$ cat config.mk
export PLATFORM = sky130hd
export DESIGN_NAME = inst_fetch_unit
export DESIGN_NICKNAME = d
export VERILOG_FILES = /design/src/rtl/inst_fetch_unit.sv
export SDC_FILE = /design/constraint.sdc
export NUM_CORES = 1
export LEC_CHECK = 0
export BUFFER_PORTS_ARGS = -buffer_cell sky130_fd_sc_hd__buf_2
export CAP_MARGIN = 0
export CORE_ASPECT_RATIO = 1.25
export CORE_MARGIN = 3
export CORE_UTILIZATION = 55
export CTS_CLUSTER_SIZE = 10
export DETAILED_ROUTE_END_ITERATION = 12
export PLACE_DENSITY_LB_ADDON = 0.3
export SYNTH_ARGS = -nofsm -noshare
export SYNTH_HDL_FRONTEND = slang
export SYNTH_SLANG_ARGS = --single-unit
$ cat constraint.sdc
create_clock -name clk -period 3.6 [get_ports clk]
set_clock_uncertainty 0.05 [all_clocks]
set_input_delay 0.36 -clock clk [delete_from_list [all_inputs] [get_ports clk]]
set_output_delay 0.36 -clock clk [all_outputs]
set_load 0.03 [all_outputs]
$ cat src/rtl/inst_fetch_unit.sv
// MIPS IF stage: owns the fetch PC, drives a req/ack instruction-memory port and
// buffers fetched words in a small in-order queue whose head is presented to ID.
module inst_fetch_unit #(
  parameter logic [31:0] RESET_PC = 32'h0000_0000,
  parameter int          QDEPTH   = 2
) (
  input  logic        clk,
  input  logic        rst,
  input  logic        if_rst,
  input  logic        if_en,
  input  logic        redirect,
  input  logic [31:0] redirect_pc,
  output logic        imem_req,
  output logic [31:0] imem_addr,
  input  logic        imem_ack,
  input  logic [31:0] imem_rdata,
  output logic        valid_id,
  output logic [31:0] inst_id,
  output logic [31:0] pc_id,
  output logic [31:0] pc4_id,
  output logic        fetch_busy
);

  localparam int PW = (QDEPTH > 1) ? $clog2(QDEPTH) : 1;
  localparam int CW = PW + 1;
  localparam logic [CW-1:0] QD_C = CW'(QDEPTH);

  typedef enum logic [1:0] {
    S_IDLE = 2'd0,
    S_REQ  = 2'd1,
    S_DROP = 2'd2
  } state_e;

  state_e        state_q, state_d;
  logic [31:0]   fetch_pc_q, fetch_pc_d;
  logic          req_q, req_d;
  logic [31:0]   addr_q, addr_d;
  logic [CW-1:0] count_q, count_d;
  logic [PW-1:0] rd_ptr_q, rd_ptr_d;
  logic [PW-1:0] wr_ptr_q, wr_ptr_d;
  logic [31:0]   pc_mem   [QDEPTH];
  logic [31:0]   inst_mem [QDEPTH];

  logic          rst_s;
  logic          ack_s;
  logic          valid_s;
  logic          deq_s;
  logic          enq_s;
  logic          issue_s;
  logic [CW-1:0] count_nxt_s;
  logic [31:0]   target_s;
  logic [31:0]   pc_plus4_s;
  logic          unused_s;

  assign rst_s       = rst | if_rst;
  // An ack is only meaningful while a request is actually on the port.
  assign ack_s       = req_q & imem_ack;
  assign valid_s     = (count_q != '0) & ~redirect;
  assign deq_s       = valid_s & if_en;
  assign enq_s       = (state_q == S_REQ) & ack_s & ~redirect;
  assign count_nxt_s = count_q + CW'(enq_s) - CW'(deq_s);
  assign issue_s     = (count_nxt_s < QD_C);
  assign target_s    = {redirect_pc[31:2], 2'b00};
  assign pc_plus4_s  = fetch_pc_q + 32'd4;
  assign unused_s    = ^redirect_pc[1:0];

  // Fetch FSM next-state and request-port control.
  always_comb begin
    state_d    = state_q;
    fetch_pc_d = fetch_pc_q;
    req_d      = req_q;
    addr_d     = addr_q;
    if (redirect) begin
      fetch_pc_d = target_s;
      // An unanswered request must still complete on its old address.
      if ((state_q != S_IDLE) && !ack_s) begin
        state_d = S_DROP;
      end else begin
        state_d = S_REQ;
        req_d   = 1'b1;
        addr_d  = target_s;
      end
    end else begin
      case (state_q)
        S_IDLE: begin
          if (issue_s) begin
            state_d = S_REQ;
            req_d   = 1'b1;
            addr_d  = fetch_pc_q;
          end else begin
            req_d   = 1'b0;
          end
        end
        S_REQ: begin
          if (ack_s) begin
            fetch_pc_d = pc_plus4_s;
            if (issue_s) begin
              req_d  = 1'b1;
              addr_d = pc_plus4_s;
            end else begin
              state_d = S_IDLE;
              req_d   = 1'b0;
            end
          end else begin
            req_d = 1'b1;
          end
        end
        S_DROP: begin
          if (ack_s) begin
            state_d = S_REQ;
            req_d   = 1'b1;
            addr_d  = fetch_pc_q;
          end else begin
            req_d   = 1'b1;
          end
        end
        default: begin
          state_d = S_IDLE;
          req_d   = 1'b0;
        end
      endcase
    end
  end

  // Queue occupancy and pointer update; a redirect flushes everything.
  always_comb begin
    count_d  = count_q;
    rd_ptr_d = rd_ptr_q;
    wr_ptr_d = wr_ptr_q;
    if (redirect) begin
      count_d  = '0;
      rd_ptr_d = '0;
      wr_ptr_d = '0;
    end else begin
      count_d  = count_nxt_s;
      rd_ptr_d = rd_ptr_q + PW'(deq_s);
      wr_ptr_d = wr_ptr_q + PW'(enq_s);
    end
  end

  // State registers with synchronous stage reset.
  always_ff @(posedge clk) begin
    if (rst_s) begin
      state_q    <= S_IDLE;
      fetch_pc_q <= RESET_PC;
      req_q      <= 1'b0;
      addr_q     <= 32'd0;
      count_q    <= '0;
      rd_ptr_q   <= '0;
      wr_ptr_q   <= '0;
    end else begin
      state_q    <= state_d;
      fetch_pc_q <= fetch_pc_d;
      req_q      <= req_d;
      addr_q     <= addr_d;
      count_q    <= count_d;
      rd_ptr_q   <= rd_ptr_d;
      wr_ptr_q   <= wr_ptr_d;
    end
  end

  // Queue storage; entries are only observed while counted, so no reset needed.
  always_ff @(posedge clk) begin
    if (enq_s) begin
      pc_mem[wr_ptr_q]   <= addr_q;
      inst_mem[wr_ptr_q] <= imem_rdata;
    end
  end

  assign imem_req   = req_q;
  assign imem_addr  = addr_q;
  assign valid_id   = valid_s;
  assign fetch_busy = (count_q == '0);
  assign inst_id    = (count_q != '0) ? inst_mem[rd_ptr_q] : 32'd0;
  assign pc_id      = (count_q != '0) ? pc_mem[rd_ptr_q] : 32'd0;
  assign pc4_id     = (count_q != '0) ? (pc_mem[rd_ptr_q] + 32'd4) : 32'd0;

endmodule

==> out/qor.yml, run 1 <==
timing:
  slew_headroom_pct: 46.1
  worstMarginPinSlew_ns: 0.808
  fin_crit_sh_pct: 94.5
  setup_violations: 0
  report.final.slew_viol_count: 0
  hold_viol_final: 0
  layout_setup_ws_ns: 0.199
  rsz0062_at_grt: "no"
  fmax_ghz: 0.294
  min_period_ns: 3.40
  finalSetupTns_ns: 0
placed_design:
  place_area_um2: 10700
  gp_congestion: 0.940
  dp_hpwl_um: 16900
  place_ws_ns: 0.467
  portBuffers: 192
power_and_ir_drop:
  p_leak_nw: 4.25
  powerDensity_nw_per_um2: 403
  vdd_ir_drop_max_v: 0.000306
yosys:
  synth_cell_type_count: 68
  ys_ff_latch: 191
  async_flop_share_pct: 0
  avgSynthCellArea_um2: 10.5
  synth_flop_cell: "edfxtp_1"
  synth_edf_count: 124
  syn_area_um2: 9550
  ys_warn_count: 0
  synth_area_leaders: "edfxtp_1 39%, dfxtp_1 14%, mux2i_1 6.4%, nor2_1 4.1%, xnor2_1 2.8%"
  yosys.area.top_type: "edfxtp_1"
  netlist_instances: 907
  synth_top_area_share_pct: 39.0
  ys_seq_area_share_pct: 53.0
layout:
  areaGrowthSynthToFinish_pct: 18.0
  layout-drive-gt1-share_pct: 26.0
  final_cell_area_um2: 11300
  n_antenna_cell: 0
  n_fill_cell: 1346
  fin_nets: 1152
floorplan:
  rows: 53
  start_util_pct: 56.5
  fp.dieH_um: 153
  coreArea_um2: 16900
  die_area_um2: 19000
  die_w_um: 124
  pin_count: 201
grt:
  grt_pass1_wl_um: 36600
  grt_usage_pct: 24.5
  grt_overflow: 0
  grt_antenna_before_repair: 0
  grt_max_degree: 63
  grt_pass1_vias: 7080
route:
  first_pass_iters: 5
  vias: 7571
  drtIter0Drc: 597
  wl_met3_um: 2050
  drt_wl_total_um: 23400
  wire_per_inst_um: 17.9
  met2WireLength_um: 11400
  m1WireLength_um: 9130
  antenna_violating_nets_post_route: 0
  routed.top_layer: "met4"
  remaining_drc_errors: 0
  viasPerCell: 5.78
hold_path:
  hp-start: "imem_rdata[21]"
  hold_class: "in -> reg"
  holdPathStages: 1
  whs_endpoint: "inst_mem[1][21]"
critical_path:
  rrSetupSlack_ns: 0.38
  worstPathMaxFanout: 29
  slowest_delay_ns: 0.55
  r2r_end: "imem_addr[7]"
  crit_required_ns: 3.19
  end_kind: "primary output"
  critPathLaunchType: "flip-flop"
  path_cells: "mux2_2, ha_1, inv_1, a211oi_4, nand4_4, or4b_1, mux2_1, buf_2"
  reg2reg_depth: 10
  arrival_ns: 2.99
  path_class: "reg -> out"
  cp_slowest_cell: "dfxtp_4"
  r2r_start: "imem_req"
cts:
  clkTransAtPathRegs_ns: 0.07
  cts_htree_levels: 4
  worstSkewPairLatency_ns: 0.44
  clockBufferDepth: 2
  hold_buffers: 0
  cts.sinks: 191
  cts-root-buf: "clkbuf_16"
  cts_tree: "built"
  cts_made_buffers: 17
flow_run:
  maxCapViolations: 0
status:
  outcome: "completed"
-- worst max-delay path, delay by kind of cell (launching register included) --
kind	cells	cell delay, ns
buffers and inverters	2	0.26
adders and majority gates	1	0.14
and+or+nand+nor	2	0.76
muxes	2	0.57
DFF	1	0.55
AOI/OAI and AO/OA	1	0.27
-- cell usage after synthesis (6+ instances only) --
| cell | count |
|---|---|
| a211oi_1 | 14 |
| a21oi_1 | 42 |
| a31oi_1 | 8 |
| and2_1 | 8 |
| and3_1 | 13 |
| buf_1 | 7 |
| buf_2 | 13 |
| buf_4 | 6 |
| clkbuf_1 | 46 |
| dfxtp_1 | 67 |
| edfxtp_1 | 124 |
| ha_1 | 6 |
| inv_1 | 8 |
| mux2_2 | 7 |
| mux2i_1 | 61 |
| nand2_1 | 55 |
| nand2b_1 | 15 |
| nand3_1 | 46 |
| nand4_1 | 35 |
| nor2_1 | 105 |
| nor3_1 | 34 |
| nor4_1 | 13 |
| o21a_1 | 8 |
| o21ai_0 | 12 |
| o31a_1 | 6 |
| o41ai_1 | 8 |
| or2_2 | 7 |
| xnor2_1 | 30 |
| xor2_1 | 26 |
-- sequential cells by signal, indices dropped and copies added, names as in the netlist, 2 cells and up --
name / cells
inst_mem: 64
pc_mem: 60
fetch_pc_q: 30
imem_addr: 30
count_q: 2
state_q: 2
-- layout by cell type, fill, tap and decap left out, drive strengths merged, types with 26 or more instances in the layout --
| master | synthesis | routed |
|---|---|---|
| nand2 | 55 | 55 |
| nand3 | 46 | 46 |
| edfxtp | 124 | 124 |
| xor2 | 26 | 26 |
| buf | 28 | 220 |
| a21oi | 42 | 42 |
| mux2i | 62 | 62 |
| dfxtp | 67 | 67 |
| xnor2 | 30 | 30 |
| nor3 | 35 | 35 |
| nor2 | 105 | 105 |
| nand4 | 36 | 36 |
-- report_power, final --
part,switching (mW),internal (mW)
combinational,0.183,0.104
sequential,0.0489,2.36
clock,0.858,0.980
total,1.09,3.45
-- worst max path at each step --
stage,to,startpoint,slack (ns)
after floorplan,pc4_id[26],rd_ptr_q,0.16
after global placement,imem_addr[30],imem_ack,0.51
after detailed placement,imem_addr[30],imem_ack,0.47
after CTS,pc4_id[31],rd_ptr_q,0.16
after global routing,pc4_id[28],rd_ptr_q,0.05
final,pc4_id[28],rd_ptr_q,0.20
-- logic make-up (layout without fill, tap and decap cells) --
| family | Yosys count | count (layout) | synth area share, % |
|---|---|---|---|
| flip-flops | 191 | 191 | 53.0 |
| adder cells (fa/ha/maj) | 6 | 6 | 0.786 |
| multiplexers | 70 | 70 | 7.48 |
| AND/OR/NAND/NOR | 365 | 365 | 19.8 |
| AO/OA/AOI/OAI | 134 | 134 | 9.66 |
| XOR/XNOR | 57 | 57 | 5.37 |
| buffers and inverters | 83 | 260 | 3.84 |
| other | 1 | 6 | 0.0393 |
-- final cells by class --
type	instances	area, um2	area share, %
clock buffer	18	429	3.81
clock inverter	14	146	1.30
inverter	8	30.0	0.267
multi-input combinational	638	4140	36.8
sequential	191	5070	45.0
tap	220	275	2.44
timing repair buffer	220	1170	10.4
-- per-stage QoR --
step | power (mW) | std cells | hold slack (ns) | utilization, %
floorplan | 2.63 | 912 | 0.409 | -
global placement | 2.73 | 1275 | 0.407 | 63.1
detailed placement | 2.74 | 1275 | 0.416 | 63.1
CTS | 4.55 | 1307 | 0.0504 | 66.5
global route | 4.68 | 1309 | 0.0417 | 66.6
finish | 4.54 | 1309 | 0.0608 | 66.6
-- per-layer routing --
layer  vias to the layer above  track usage, %
met3                        51            5.70
met4                         0            11.3
li1                       3682               -
met1                      3511            29.8
met5                         -               0
met2                       327            40.9
-- timing repair --
action / 4_1_cts / 5_1_grt
setup buffers: 0 / 2
resized for setup: 0 / 0
endpoints found under the setup margin: 0 / 3
Power figures use the tool's default switching activity.
==> run 2: changes to the inputs <==
--- a/config.mk
+++ b/config.mk
@@ -8,7 +8,6 @@
 export BUFFER_PORTS_ARGS = -buffer_cell sky130_fd_sc_hd__buf_2
 export CAP_MARGIN = 0
 export CORE_ASPECT_RATIO = 1.25
-export CORE_MARGIN = 3
 export CORE_UTILIZATION = 55
 export CTS_CLUSTER_SIZE = 10
 export DETAILED_ROUTE_END_ITERATION = 12
==> run 2 against run 1 <==
Cell area about the same. Via count decreased by 0.87%. Routed wire length decreased by 4.0%. Flip-flop and latch count unchanged. Worst setup slack improved by 0.027 ns. Register-to-register slack improved by 0.06 ns. Sequential share of layout area about the same. Global-route usage increased by 0.98 points. Total power about the same. Fmax increased by 0.80%. First-iteration DRC count decreased by 28%. Die area decreased by 5.8%. Critical endpoint unchanged. Largest power group unchanged.
==> out/qor.yml, run 2 (synthesis gave the netlist of run 1 again) <==
status:
  outcome: "completed"
layout:
  final_common_cell: "buf_2"
  n_antenna_cell: 0
  layout_top_registers: "inst_mem (64), pc_mem (60)"
  layout-drive-gt1-share_pct: 25.7
  layout_common_cells: "192 x buf_2, 124 x edfxtp_1, 104 x nor2_1"
  largest_reg_flops: 64
  n_fill_cell: 1299
  areaGrowthSynthToFinish_pct: 18.1
  final_cell_area_um2: 11300
  regMostFlops: "inst_mem"
  fin_nets: 1148
timing:
  rsz0062_at_grt: "no"
  hold_ws_ns: 0.0622
  min_period_ns: 3.37
  finalSetupTns_ns: 0
  worstMarginPinSlew_ns: 0.793
  setup_violations: 0
  layout_setup_ws_ns: 0.226
  hold_viol_final: 0
  slew_headroom_pct: 47.1
  fmax_ghz: 0.296
  report.final.slew_viol_count: 0
  fin_crit_sh_pct: 93.7
floorplan:
  coreArea_um2: 16900
  die_area_um2: 17900
  pin_count: 201
  die_w_um: 120
  start_util_pct: 56.5
  fp.dieH_um: 149
  rows: 53
grt:
  grt_overflow: 0
  grt_pass1_wl_um: 35400
  grt_pass1_vias: 6964
  grt_antenna_before_repair: 0
  grt_max_degree: 59
  grt_usage_pct: 25.5
route:
  antenna_violating_nets_post_route: 0
  vias: 7505
  viasPerCell: 5.75
  drt_wl_total_um: 22400
  first_pass_iters: 5
  drtIter0Drc: 429
  wire_per_inst_um: 17.2
  remaining_drc_errors: 0
cts:
  cts.sinks: 191
  cts-root-buf: "clkbuf_16"
  hold_buffers: 0
  cts_htree_levels: 4
  worstSkewPairLatency_ns: 0.44
  clockBufferDepth: 2
  cts_tree: "built"
  clkTransAtPathRegs_ns: 0.07
  cts_made_buffers: 17
  post_cts_resized: 0
hold_path:
  hp-start: "imem_rdata[25]"
  hold_class: "in -> reg"
  holdPathStages: 1
placed_design:
  gp_congestion: 0.926
  place_ws_ns: 0.467
  dp_hpwl_um: 16500
  place_area_um2: 10700
  portBuffers: 192
critical_path:
  rrSetupSlack_ns: 0.44
  endpoint: "pc4_id[28]"
  path_class: "reg -> out"
  critPathLaunchType: "flip-flop"
  r2r_end: "imem_addr[7]"
  startpoint: "rd_ptr_q"
  crit_required_ns: 3.19
  reg2reg_depth: 10
  r2r_start: "imem_req"
  worstPathMaxFanout: 45
  end_kind: "primary output"
  arrival_ns: 2.96
power_and_ir_drop:
  p_total_mw: 4.53
  powerDensity_nw_per_um2: 402
  p_leak_nw: 4.24
  vdd_ir_drop_max_v: 0.000302
flow_run:
  maxCapViolations: 0
[run 2: cell count changes in the layout (fill, tap and decap cells not counted), sizes merged]
cell and change:
inv -1, buf -4, clkinv +3, clkinvlp -1, clkbuf -1
[run 2: worst max-delay path: stages (launching register included)]
cell	delay, ns
dfxtp_4	0.47
buf_12	0.27
mux2i_1	0.19
a21oi_1	0.33
nand4_4	0.23
or4b_1	0.52
mux2_1	0.32
buf_2	0.18
[run 2: timing repair]
item,in CTS,in global routing
endpoints found under the setup margin,0,3
endpoints found under the hold margin,0,0
buffers inserted,0,1
[run 2: worst min-delay path by stage]
stage	end	slack, ns
finish	inst_mem[0][25]	0.06
global route	inst_mem[0][7]	0.05
CTS	inst_mem[0][28]	0.05
detailed placement	pc_mem[0][24]	0.41
global placement	pc_mem[1][24]	0.41
floorplan	inst_mem[0][0]	0.41
[run 2: area by class of cell]
cell class / instances / area [um2] / area share [%]
Clock buffer: 17 / 425 / 3.77
Clock inverter: 15 / 151 / 1.34
Inverter: 8 / 30.0 / 0.266
Multi-Input combinational cell: 638 / 4140 / 36.8
Sequential cell: 191 / 5070 / 45.0
Tap cell: 220 / 275 / 2.44
Timing Repair Buffer: 216 / 1180 / 10.5
[run 2: power breakdown]
part	leakage, nW	switching [mW]	internal (mW)	total (mW)
sequential	1.61	0.0507	2.36	2.41
combinational	2.35	0.181	0.103	0.284
clock	0.281	0.860	0.978	1.84
total	4.24	1.09	3.44	4.53
[run 2: per-stage QoR]
| step | utilization, % | instances |
|---|---|---|
| 4_1_cts | 66.6 | 1304 |
| 6_report | 66.7 | 1305 |
| 3_3_place_gp | 63.2 | 1272 |
| 5_1_grt | 66.7 | 1305 |
| 2_1_floorplan | - | 912 |
| 3_5_place_dp | 63.2 | 1272 |
[run 2: routing by layer]
layer	vias to the layer above	share of wire [%]	global-route usage [%]
met1	3506	41	30.4
li1	3677	-	-
met4	0	3.3	11.5
met3	44	7.1	5.73
met5	-	0	0
met2	278	49	44.0
==> run 3: changes to the inputs <==
--- a/config.mk
+++ b/config.mk
@@ -7,7 +7,7 @@
 export LEC_CHECK = 0
 export BUFFER_PORTS_ARGS = -buffer_cell sky130_fd_sc_hd__buf_2
 export CAP_MARGIN = 0
-export CORE_ASPECT_RATIO = 1.25
+export CORE_ASPECT_RATIO = 0.6
 export CORE_UTILIZATION = 55
 export CTS_CLUSTER_SIZE = 10
 export DETAILED_ROUTE_END_ITERATION = 12
==> run 3 against run 2 <==
Sequential share of layout area decreased by 0.35 points. Non-clock buffer count is 10 higher. Critical endpoint unchanged. Clock-buffer cell count stayed put. Flip-flop and latch count unchanged.
==> out/qor.yml, run 3 (synthesis gave the netlist of run 1 again) <==
status:
  outcome: "completed"
hold_path:
  hold_class: "in -> reg"
  whs_endpoint: "inst_mem[1][22]"
  hp-start: "imem_rdata[22]"
  holdPathStages: 1
floorplan:
  die_w_um: 172
  fp.dieH_um: 104
  coreArea_um2: 16600
  die_area_um2: 17900
  start_util_pct: 57.6
  pin_count: 201
  rows: 36
critical_path:
  cp_common_cell: "buf_4"
  r2r_start: "imem_req"
  critPathBufInv: 3
  path_class: "reg -> out"
  arrival_ns: 2.97
  end_kind: "primary output"
  rrSetupSlack_ns: 0.38
  cp_slowest_cell: "or4b_1"
  slowest_delay_ns: 0.57
  critPathLaunchType: "flip-flop"
  reg2reg_depth: 11
  cpLargestDelayFamily: "simple AND/OR/NAND/NOR gates"
  worstPathMaxFanout: 16
  path_cells: "buf_4, buf_4, a32oi_1, or2_2, or4b_1, mux2_1, buf_2"
  r2r_end: "imem_addr[23]"
  crit_required_ns: 3.19
cts:
  cts_made_buffers: 17
  worstSkewPairLatency_ns: 0.43
  clockBufferDepth: 2
  cts_htree_levels: 4
  cts-root-buf: "clkbuf_16"
  clkTransAtPathRegs_ns: 0.07
  cts.sinks: 191
  cts_tree: "built"
flow_run:
  maxCapViolations: 0
layout:
  layout_top_registers: "inst_mem (64), pc_mem (60)"
  fin_nets: 1158
  regMostFlops: "inst_mem"
  layout-drive-gt1-share_pct: 26.3
  areaGrowthSynthToFinish_pct: 19.0
  largest_reg_flops: 64
  final_common_cell: "buf_2"
  n_antenna_cell: 0
  layout_common_cells: "192 x buf_2, 124 x edfxtp_1, 104 x nor2_1"
route:
  first_pass_iters: 5
  drt_wl_total_um: 24600
  remaining_drc_errors: 0
  wire_per_inst_um: 18.6
  vias: 7787
  antenna_violating_nets_post_route: 0
  viasPerCell: 5.89
  drtIter0Drc: 815
timing:
  worstMarginPinSlew_ns: 0.804
  report.final.slew_viol_count: 0
  min_period_ns: 3.38
  hold_ws_ns: 0.0732
  slew_headroom_pct: 46.4
  fmax_ghz: 0.296
  finalSetupTns_ns: 0
  hold_viol_final: 0
  rsz0062_at_grt: "no"
  fin_crit_sh_pct: 93.9
  setup_violations: 0
placed_design:
  dp_hpwl_um: 17500
  gp_congestion: 0.888
  portBuffers: 192
power_and_ir_drop:
  p_leak_nw: 4.31
  powerDensity_nw_per_um2: 409
  p_total_mw: 4.64
  vdd_ir_drop_max_v: 0.000348
grt:
  grt_usage_pct: 27.7
  grt_pass1_vias: 6850
  grt_pass1_wl_um: 37500
  grt_overflow: 0
  grt_max_degree: 63
  grt_antenna_before_repair: 1
==> run 3: changes by cell type in the layout (fill, tap and decap cells not counted), sizes merged <==
cell and delta:
clkinv -1, buf +10, inv +1, bufinv +1, clkinvlp -1
==> run 3: how the worst max path moves through the flow <==
stage	from	to	slack, ns	cells past startpoint
after detailed placement	imem_ack	imem_addr[25]	0.40	12
after floorplan	rd_ptr_q	pc4_id[26]	0.16	11
after global routing	imem_req	imem_addr[23]	0.09	11
after global placement	imem_ack	imem_addr[25]	0.46	12
after CTS	rd_ptr_q	pc4_id[31]	0.08	7
final	rd_ptr_q	pc4_id[28]	0.22	7
==> run 3: layout make-up <==
| cell class | instances | area, um2 |
|---|---|---|
| flip-flops and latches | 191 | 5070 |
| fillers | 1308 | 5220 |
| clock inverters | 15 | 171 |
| inverters | 8 | 30.0 |
| multi-input cells | 638 | 4140 |
| well taps | 228 | 285 |
| repair buffers | 226 | 1240 |
| clock buffers | 17 | 425 |
==> run 3: repair_timing <==
| item | in CTS | in global routing |
|---|---|---|
| setup endpoints to repair | 0 | 5 |
| buffers inserted | 0 | 3 |
| gates resized for setup | 0 | 1 |
| hold buffers | 0 | 0 |
| endpoints found under the hold margin | 0 | 0 |
==> run 3: power breakdown <==
part / switching (mW) / leakage (nW) / internal (mW) / total, mW
registers: 0.0513 / 1.61 / 2.36 / 2.41
logic: 0.190 / 2.40 / 0.103 / 0.294
clock network: 0.887 / 0.294 / 1.05 / 1.94
==> run 3: routing by layer <==
metal	track usage (%)	share of wire, %	vias up
met5	0	0.037	-
met4	6.89	1.3	2
met3	6.51	9.4	34
met2	38.2	42	388
met1	43.2	48	3669
li1	-	-	3694
==> run 3: through the flow <==
stage	std cells	util (%)	setup WS (ns)	instance area, um2
floorplan	912	-	0.162	9570
global placement	1288	64.7	0.456	10700
detailed placement	1288	64.7	0.399	10700
CTS	1320	68.3	0.0788	11300
global route	1323	68.5	0.0863	11400
finish	1323	68.5	0.220	11400
==> run 3: worst reg2reg max path: cells and delay by family (launching register included) <==
kind,cells,cell delay (ns)
XOR/XNOR,1,0.30
adder cells (fa/ha/maj),2,0.42
AND/OR/NAND/NOR,3,0.99
AO/OA/AOI/OAI,3,0.56
buffers and inverters,2,0.35
flip-flops,1,0.46
